--- src/rtl/mem_access_ctrl.sv ---
// Memory-access stage controller: turns EX/MA load/store requests into registered
// data-memory strobes and freezes the pipeline until the access completes or times out.
module mem_access_ctrl (
  input  logic        CLK,
  input  logic        RESET,
  input  logic [1:0]  MEM_READ,
  input  logic [1:0]  MEM_WRITE,
  input  logic [31:0] ALU_RESULT,
  input  logic [31:0] STORE_DATA,
  input  logic        DMEM_BUSY,
  input  logic [31:0] DMEM_RDATA,
  output logic        DMEM_READ,
  output logic        DMEM_WRITE,
  output logic [31:0] DMEM_ADDR,
  output logic [3:0]  DMEM_BE,
  output logic [31:0] DMEM_WDATA,
  output logic [31:0] READ_DATA,
  output logic        STALL,
  output logic        ERR_MISALIGN,
  output logic        ERR_TIMEOUT,
  output logic        ERR_ILLEGAL,
  output logic [1:0]  DBG_STATE
);

  typedef enum logic [1:0] {
    S_IDLE   = 2'd0,
    S_ACCESS = 2'd1,
    S_DONE   = 2'd2
  } state_e;

  localparam logic [1:0] SZ_BYTE = 2'b01;
  localparam logic [1:0] SZ_HALF = 2'b10;
  localparam logic [1:0] SZ_WORD = 2'b11;

  state_e      state_q, state_d;
  logic [3:0]  wait_q, wait_d;
  logic        rd_q, rd_d;
  logic        wr_q, wr_d;
  logic [31:0] addr_q, addr_d;
  logic [3:0]  be_q, be_d;
  logic [31:0] wdata_q, wdata_d;
  logic [31:0] rdata_q, rdata_d;
  logic        mis_q, mis_d;
  logic        to_q, to_d;
  logic        ill_q, ill_d;

  logic        req;
  logic        is_write;
  logic [1:0]  size;
  logic [1:0]  lane;
  logic        misalign;
  logic [3:0]  be_calc;
  logic [31:0] wdata_calc;

  // Request decode; a store wins over a simultaneous load.
  always_comb begin
    req        = (MEM_READ != 2'b00) || (MEM_WRITE != 2'b00);
    is_write   = (MEM_WRITE != 2'b00);
    size       = is_write ? MEM_WRITE : MEM_READ;
    lane       = ALU_RESULT[1:0];
    misalign   = ((size == SZ_HALF) && lane[0]) ||
                 ((size == SZ_WORD) && (lane != 2'b00));
    wdata_calc = STORE_DATA << {lane, 3'b000};
    case (size)
      SZ_BYTE: be_calc = 4'b0001 << lane;
      SZ_HALF: be_calc = 4'b0011 << lane;
      default: be_calc = 4'b1111;
    endcase
  end

  always_comb begin
    state_d = state_q;
    wait_d  = wait_q;
    rd_d    = rd_q;
    wr_d    = wr_q;
    addr_d  = addr_q;
    be_d    = be_q;
    wdata_d = wdata_q;
    rdata_d = rdata_q;
    mis_d   = 1'b0;
    to_d    = 1'b0;
    ill_d   = 1'b0;
    case (state_q)
      S_IDLE: begin
        if (req) begin
          ill_d = (MEM_READ != 2'b00) && (MEM_WRITE != 2'b00);
          if (misalign) begin
            mis_d   = 1'b1;
            state_d = S_DONE;
          end else begin
            rd_d    = ~is_write;
            wr_d    = is_write;
            addr_d  = {ALU_RESULT[31:2], 2'b00};
            be_d    = be_calc;
            wdata_d = wdata_calc;
            wait_d  = 4'd0;
            state_d = S_ACCESS;
          end
        end
      end
      S_ACCESS: begin
        if (!DMEM_BUSY) begin
          if (rd_q) rdata_d = DMEM_RDATA;
          rd_d    = 1'b0;
          wr_d    = 1'b0;
          state_d = S_DONE;
        end else if (wait_q == 4'd15) begin
          // Memory never answered: abandon the access and hand back zero for a load.
          if (rd_q) rdata_d = 32'd0;
          rd_d    = 1'b0;
          wr_d    = 1'b0;
          to_d    = 1'b1;
          state_d = S_DONE;
        end else begin
          wait_d = wait_q + 4'd1;
        end
      end
      S_DONE: begin
        state_d = S_IDLE;
      end
      default: begin
        rd_d    = 1'b0;
        wr_d    = 1'b0;
        state_d = S_IDLE;
      end
    endcase
  end

  always_ff @(posedge CLK or negedge RESET) begin
    if (!RESET) begin
      state_q <= S_IDLE;
      wait_q  <= 4'd0;
      rd_q    <= 1'b0;
      wr_q    <= 1'b0;
      addr_q  <= 32'd0;
      be_q    <= 4'd0;
      wdata_q <= 32'd0;
      rdata_q <= 32'd0;
      mis_q   <= 1'b0;
      to_q    <= 1'b0;
      ill_q   <= 1'b0;
    end else begin
      state_q <= state_d;
      wait_q  <= wait_d;
      rd_q    <= rd_d;
      wr_q    <= wr_d;
      addr_q  <= addr_d;
      be_q    <= be_d;
      wdata_q <= wdata_d;
      rdata_q <= rdata_d;
      mis_q   <= mis_d;
      to_q    <= to_d;
      ill_q   <= ill_d;
    end
  end

  // STALL is gated by reset so it drops at once even while the request inputs are held.
  assign STALL        = RESET && (((state_q == S_IDLE) && req) || (state_q == S_ACCESS));
  assign DMEM_READ    = rd_q;
  assign DMEM_WRITE   = wr_q;
  assign DMEM_ADDR    = addr_q;
  assign DMEM_BE      = be_q;
  assign DMEM_WDATA   = wdata_q;
  assign READ_DATA    = rdata_q;
  assign ERR_MISALIGN = mis_q;
  assign ERR_TIMEOUT  = to_q;
  assign ERR_ILLEGAL  = ill_q;
  assign DBG_STATE    = state_q;

endmodule

--- config.mk ---
export PLATFORM = sky130hd
export DESIGN_NAME = mem_access_ctrl
export DESIGN_NICKNAME = d
export VERILOG_FILES = /design/src/rtl/mem_access_ctrl.sv
export SDC_FILE = /design/constraint.sdc
export NUM_CORES = 1
export LEC_CHECK = 0
export CAP_MARGIN = 15
export CORE_AREA = 4 4 110 112
export CTS_BUF_LIST = sky130_fd_sc_hd__clkbuf_4
export DETAILED_ROUTE_END_ITERATION = 7
export DIE_AREA = 0 0 114 116
export HOLD_SLACK_MARGIN = 0.15
export PLACE_DENSITY = 0.78
export SETUP_SLACK_MARGIN = 0.05
export SKIP_CTS_REPAIR_TIMING = 1
export SLEW_MARGIN = 10
export SYNTH_ARGS = -nofsm -noshare
export SYNTH_HDL_FRONTEND = slang
export SYNTH_SLANG_ARGS = --single-unit
--- constraint.sdc ---
create_clock -name CLK -period 1.6 [get_ports CLK]
set_input_delay 0.32 -clock CLK [delete_from_list [all_inputs] [get_ports CLK]]
set_output_delay 0.32 -clock CLK [all_outputs]
set_load 0.01 [all_outputs]
# Yosys cells after proc, flatten, opt, wreduce, memory -nomap -nowiden

Index checks and enable logic that the tools add are counted.
W data, S select, Z words.

Register bits: 109
Bits of input ports: 103
Output and inout bits: 108

Reductions and logical operators: 19
Mux-type cells: 32
Bitwise operators: 3
Shift operators: 3
$add $sub $neg: 1
Equality and inequality tests: 13

Operators by type and width:

| cell                  | number |
|---|---|
| $mux W32              | 4 |
| $shl A32 B5 Y32       | 1 |
| $mux W4               | 4 |
| $pmux W4 S2           | 2 |
| $mux W1               | 14 |
| $mux W2               | 5 |
| $ne A2 B2 Y1 const B  | 5 |
| $reduce_bool A2 Y1    | 5 |
| $reduce_and A4 Y1     | 2 |
| $eq A2 B2 Y1 const B  | 3 |
| $pmux W1 S3           | 2 |
| $logic_and A1 B1 Y1   | 5 |
| $reduce_and A5 Y1     | 1 |
| $add A4 B1 Y4 const B | 1 |
| $eq A2 B1 Y1 const B  | 2 |
| $eq A4 B4 Y1 const B  | 1 |
| $pmux W2 S2           | 1 |
| $shl A1 B2 Y4 const A | 1 |
| $shl A2 B2 Y4 const A | 1 |
| $logic_or A1 B1 Y1    | 3 |
| $ne A3 B3 Y1 const B  | 1 |
| $not A1 Y1            | 3 |
| $reduce_and A3 Y1     | 1 |
| $logic_not A2 Y1      | 1 |
| 2 further kinds       | 2 |

# Logic depth before layout (Yosys ltp)

Depth after elaboration: 8
Mapped depth: 10
Mapped depth without buffers: 8

# Worst setup path after synthesis

Ideal clock, no wire load.

Path kind: input-to-reg
Start point: in MEM_WRITE[1]
End point: reg be_q[1], in the netlist DMEM_BE[1]
Buffers on the path: 1
Arrival: 1.702 ns
Stages: 8
Slack: -0.226 ns
Cell sequence: inv_1 -> a21o_1 -> inv_1 -> ha_1 -> o21ai_1 -> nand4_4 -> buf_4 -> mux2_2

Word-level cells in the longest chain between the ends: 7
Elaborated cells between the ends (all ways): 12

Ends and longest elaborated chain:

| item                                          | RTL line   | text |
|---|---|---|
| start, declared                               | 7          | `input logic [1:0] MEM_WRITE,` |
| $reduce_bool A2 Y1                            | 57, 58     |  |
| $mux W2                                       | 59         | `size = is_write ? MEM_WRITE : MEM_READ;` |
| $eq A2 B2 Y1, on equally long branches        | 61, 64, 62 |  |
| $logic_and A1 B1 Y1, on equally long branches | 61, 62     |  |
| $logic_or A1 B1 Y1                            | 61         | `misalign = ((size == SZ_HALF) && lane[0]) \|\|` |
| $not A1 Y1 (no line)                          | --         |  |
| $reduce_and A3 Y1 (no line)                   | --         |  |
| end signal, assigned                          | 136        | `be_q <= 4'd0;` |
| end signal, assigned                          | 148        | `be_q <= be_d;` |
| end, declared                                 | 40         | `logic [3:0] be_q, be_d;` |

Several ways; a longest one is shown, not always the timed one.
A chain may end at the register's enable or synchronous reset.

# Final worst setup path

Start point: reg state_q[1], in the netlist DBG_STATE[1]
End point: out STALL

Word-level cells in the longest chain between the ends: 4
Elaborated cells between the ends (all ways): 5

Ends and longest elaborated chain:

| item                    | RTL line | text |
|---|---|---|
| start, declared         | 35       | `state_e state_q, state_d;` |
| start signal, assigned  | 143      | `state_q <= state_d;` |
| $logic_not A2 Y1        | 158      | `assign STALL = RESET && (((state_q == S_IDLE) && req) \|\| (state_q == S_ACCESS));` |
| $logic_and A1 B1 Y1     | 158      |  |
| $logic_or A1 B1 Y1 (*)  | 158      |  |
| $logic_and A1 B1 Y1 (*) | 158      |  |
| end, declared           | 18       | `output logic STALL,` |

Every way passes the cells marked *; elsewhere a longest branch is shown, timed or not.

==> summary.txt <==
Outcome
  – Outcome: finished with violations
  – Failing checks: negative setup slack

Clocking
  – # H-tree levels: 3
  – CTS tree: done
  – Clock slew at reported path FFs: 140 ps
  – Clock Sinks: 109
  – TritonCTS Buffers: 9
  – CTS max path bufs: 2
  – Clock latency on the worst-skew pair: 450 ps
  – Clock Root Buffer: clkbuf_4

Yosys
  – Register area share after synthesis: about three fifths
  – Syn Std Cell Area: between 4000 and 5000 um2
  – Top cell type's share of synthesized area: approximately 58%
  – Mean post-synth cell area: 12.0 um2
  – Post-synthesis register bit count: 109
  – Yosys warnings: 0
  – Synth area leaders: dfrtp_1 (58%), mux2_2 (9.4%), a22o_1 (6.0%)
  – Distinct cells, synth: 34
  – Mapped Cells: 390
  – Largest area contributor in the netlist: dfrtp_1

Setup path
  – Launching element type of the critical path: register
  – Cells along the critical path: nor2_2, nand2_1, a21boi_1, buf_2
  – Maximum fanout along the worst path: 6
  – Max incr delay on CP: 470 ps
  – WS Path Type: register to output pin
  – Crit path DAT: 1410 ps
  – CP top delay family: flip-flops
  – Crit-path slowest cell: dfrtp_2
  – Kind of end point of the critical path: output pin
  – WP buf/inv: 1
  – Critical Path RT: 1280 ps

Power
  – Int Pwr: 8.60 mW
  – Sw Share: 33.0%
  – Worst VDD drop: 0.000924 V
  – Comb power frac: a little over half
  – Pwr Total: 12.8 mW
  – Leak: 4.72 nW
  – Clk network pwr share: a little over a tenth
  – Sequential power share: 36.4%
  – Pwr/cell area: 1590 nW/um2
  – Net Sw Power: 4.24 mW

Flow run
  – Max Cap Violations: 0

Cells and area
  – Final Non-Filler Cells: 806
  – Commonest cells after routing, fill and taps aside: dfrtp_1 (108), dlymetal6s2s_1 (106), clkdlybuf4s50_1 (96), buf_4 (55), mux2_2 (39)
  – Area delta synth->final: 72.8%
  – Nets: 764
  – Antenna cell count: 0
  – Final instance area: ~8100 um2
  – Fraction of layout instances using a drive strength above 1: 24.6%
  – Commonest non-fill, non-tap cell in the layout: dfrtp_1

Timing
  – Max Slew Vio Count: 0
  – Sum Neg Setup Slack: -717 ps
  – Final Skew: between 15 and 20 ps
  – Worst-Margin Slew: 585 ps
  – Crit share post-route: 108%
  – Final WS setup: -134 ps
  – Final setup viols: 25
  – Final Hold Viols: 0
  – Crit path time final: 1730 ps
  – Relative slew slack: 61.0%
  – Fmax: 577 MHz
  – Unrepaired setup endpoints after global routing: true

Global route
  – Global route overflow: 0
  – Vias in the first global route: 4059
  – Antenna violations before repair: 0
  – First-pass GRT wire length: ~20 mm
  – Largest net degree at the start of global routing: 110
  – Total GRT Usage: between 10% and 20%

Route
  – Vias: around 4100
  – Remaining antenna violation count after routing: 0
  – Iter 0 DRT Violations: roughly 190
  – Routed Wire Length: 14.3 mm
  – First-pass iteration count of the detailed router: 4
  – DRC violations left: 0
  – DR WL/cell: 17.8 um
  – Vias/cell: 5.11

Floorplanning
  – Row count: 39
  – Die Footprint: around 13000 um2
  – Initial Utilization: 41.6%
  – Die W: 114 um
  – Die height: 116 um
  – I/O pin cnt: 211
  – Core ar.: 11200 um2

Placement
  – Gpl congestion: 0.831
  – Placed Area: 7210 um2
  – Post-DP HPWL: 9.90 mm
  – Cells after DPL: roughly 760
  – Port bufs: between 200 and 250

Hold path
  – HP Class: primary input to register
[area by class of cell]
class / instances / area [um2]
Fill cell: 797 / 3150
Clock buffer: 12 / 90.1
Multi-Input combinational cell: 252 / 1910
Inverter: 4 / 15.0
Timing Repair Buffer: 282 / 3100
Clock inverter: 4 / 48.8
Sequential cell: 109 / 2730
Tap cell: 143 / 179
[worst register-to-register path: stages (launching register included)]
cell and delay [ps]:
dfrtp_2 470, nor2_2 130, buf_4 130, nand4_4 150, buf_6 170, buf_12 120
buf_4 150, o31ai_2 240
[through the flow]
| step | hold WS, ps | utilization, % | setup slack [ps] |
|---|---|---|---|
| after global routing | 271 | 72.0 | -242 |
| after floorplan | 24.4 | - | -35.7 |
| after detailed placement | 465 | 64.3 | -838 |
| after CTS | -67.3 | 65.5 | -766 |
| final | 280 | 72.0 | -134 |
| after global placement | 453 | 64.3 | -732 |
[power groups by stage]
stage | registers [mW] | logic, mW | clock network (mW)
global route | 4.84 | 7.28 | 1.55
finish | 4.67 | 6.79 | 1.38
CTS | 4.71 | 6.28 | 1.45
floorplan | 5.31 | 1.95 | 0
global placement | 4.69 | 6.14 | 0
detailed placement | 4.77 | 6.25 | 0
[synth_stat cells, drive strengths merged]
| cell | n |
|---|---|
| o311ai | 1 |
| o41ai | 1 |
| o21ba | 1 |
| nor2b | 13 |
| a22o | 32 |
| clkbuf | 8 |
| nor3 | 2 |
| inv | 4 |
| dfrtp | 109 |
| nand3 | 8 |
| buf | 19 |
| ha | 3 |
| a21oi | 22 |
| nand3b | 1 |
| nand4 | 1 |
| a21boi | 1 |
| or4 | 2 |
| nand2 | 42 |
| conb | 1 |
| o21ai | 24 |
| mux2i | 17 |
| nand2b | 1 |
| mux2 | 39 |
| nor2 | 16 |
| a211oi | 8 |
| a21o | 4 |
| o31ai | 8 |
| a31oi | 2 |
[path summary, 6_finish.rpt]
check	endpoint	depth (start not counted)	from	slack (ps)
worst max-delay path	STALL	4	DBG_STATE[1]	-130
worst min-delay path	ERR_MISALIGN	4	ALU_RESULT[0]	280
worst max register to register	DMEM_WDATA[8]	7	DBG_STATE[1]	-40
worst min register to register	DMEM_BE[2]	1	DMEM_BE[2]	500
max in group asynchronous	DBG_STATE[1]	3	RESET	610
min in group asynchronous	DMEM_WDATA[8]	3	RESET	490
[flip-flops by register name (all words and copies together), names as in the netlist]
name / flops
ERR_TIMEOUT: 1
DMEM_WRITE: 1
READ_DATA: 32
DMEM_BE: 4
wait_q: 4
DMEM_WDATA: 32
ERR_MISALIGN: 1
DMEM_ADDR: 30
ERR_ILLEGAL: 1
DBG_STATE: 2
DMEM_READ: 1
[routing by layer]
metal	track usage, %	part of all wire, %	wire length (um)
met5	0	0	0
met4	7.92	2.3	335
met3	6.01	8.4	1200
met2	32.8	49	7090
met1	23.9	40	5710
[kinds of logic (layout without fill, tap and decap cells)]
group | count (synthesis) | after routing | share of synthesized area, %
buffers and inverters | 31 | 302 | 3.96
multiplexers | 56 | 56 | 13.0
flip-flops | 109 | 109 | 58.4
AO/OA/AOI/OAI | 104 | 104 | 15.2
adder cells (fa/ha/maj) | 3 | 3 | 0.803
other | 1 | 2 | 0.0802
AND/OR/NAND/NOR | 86 | 87 | 8.62
(Power assumes the default switching activity.)
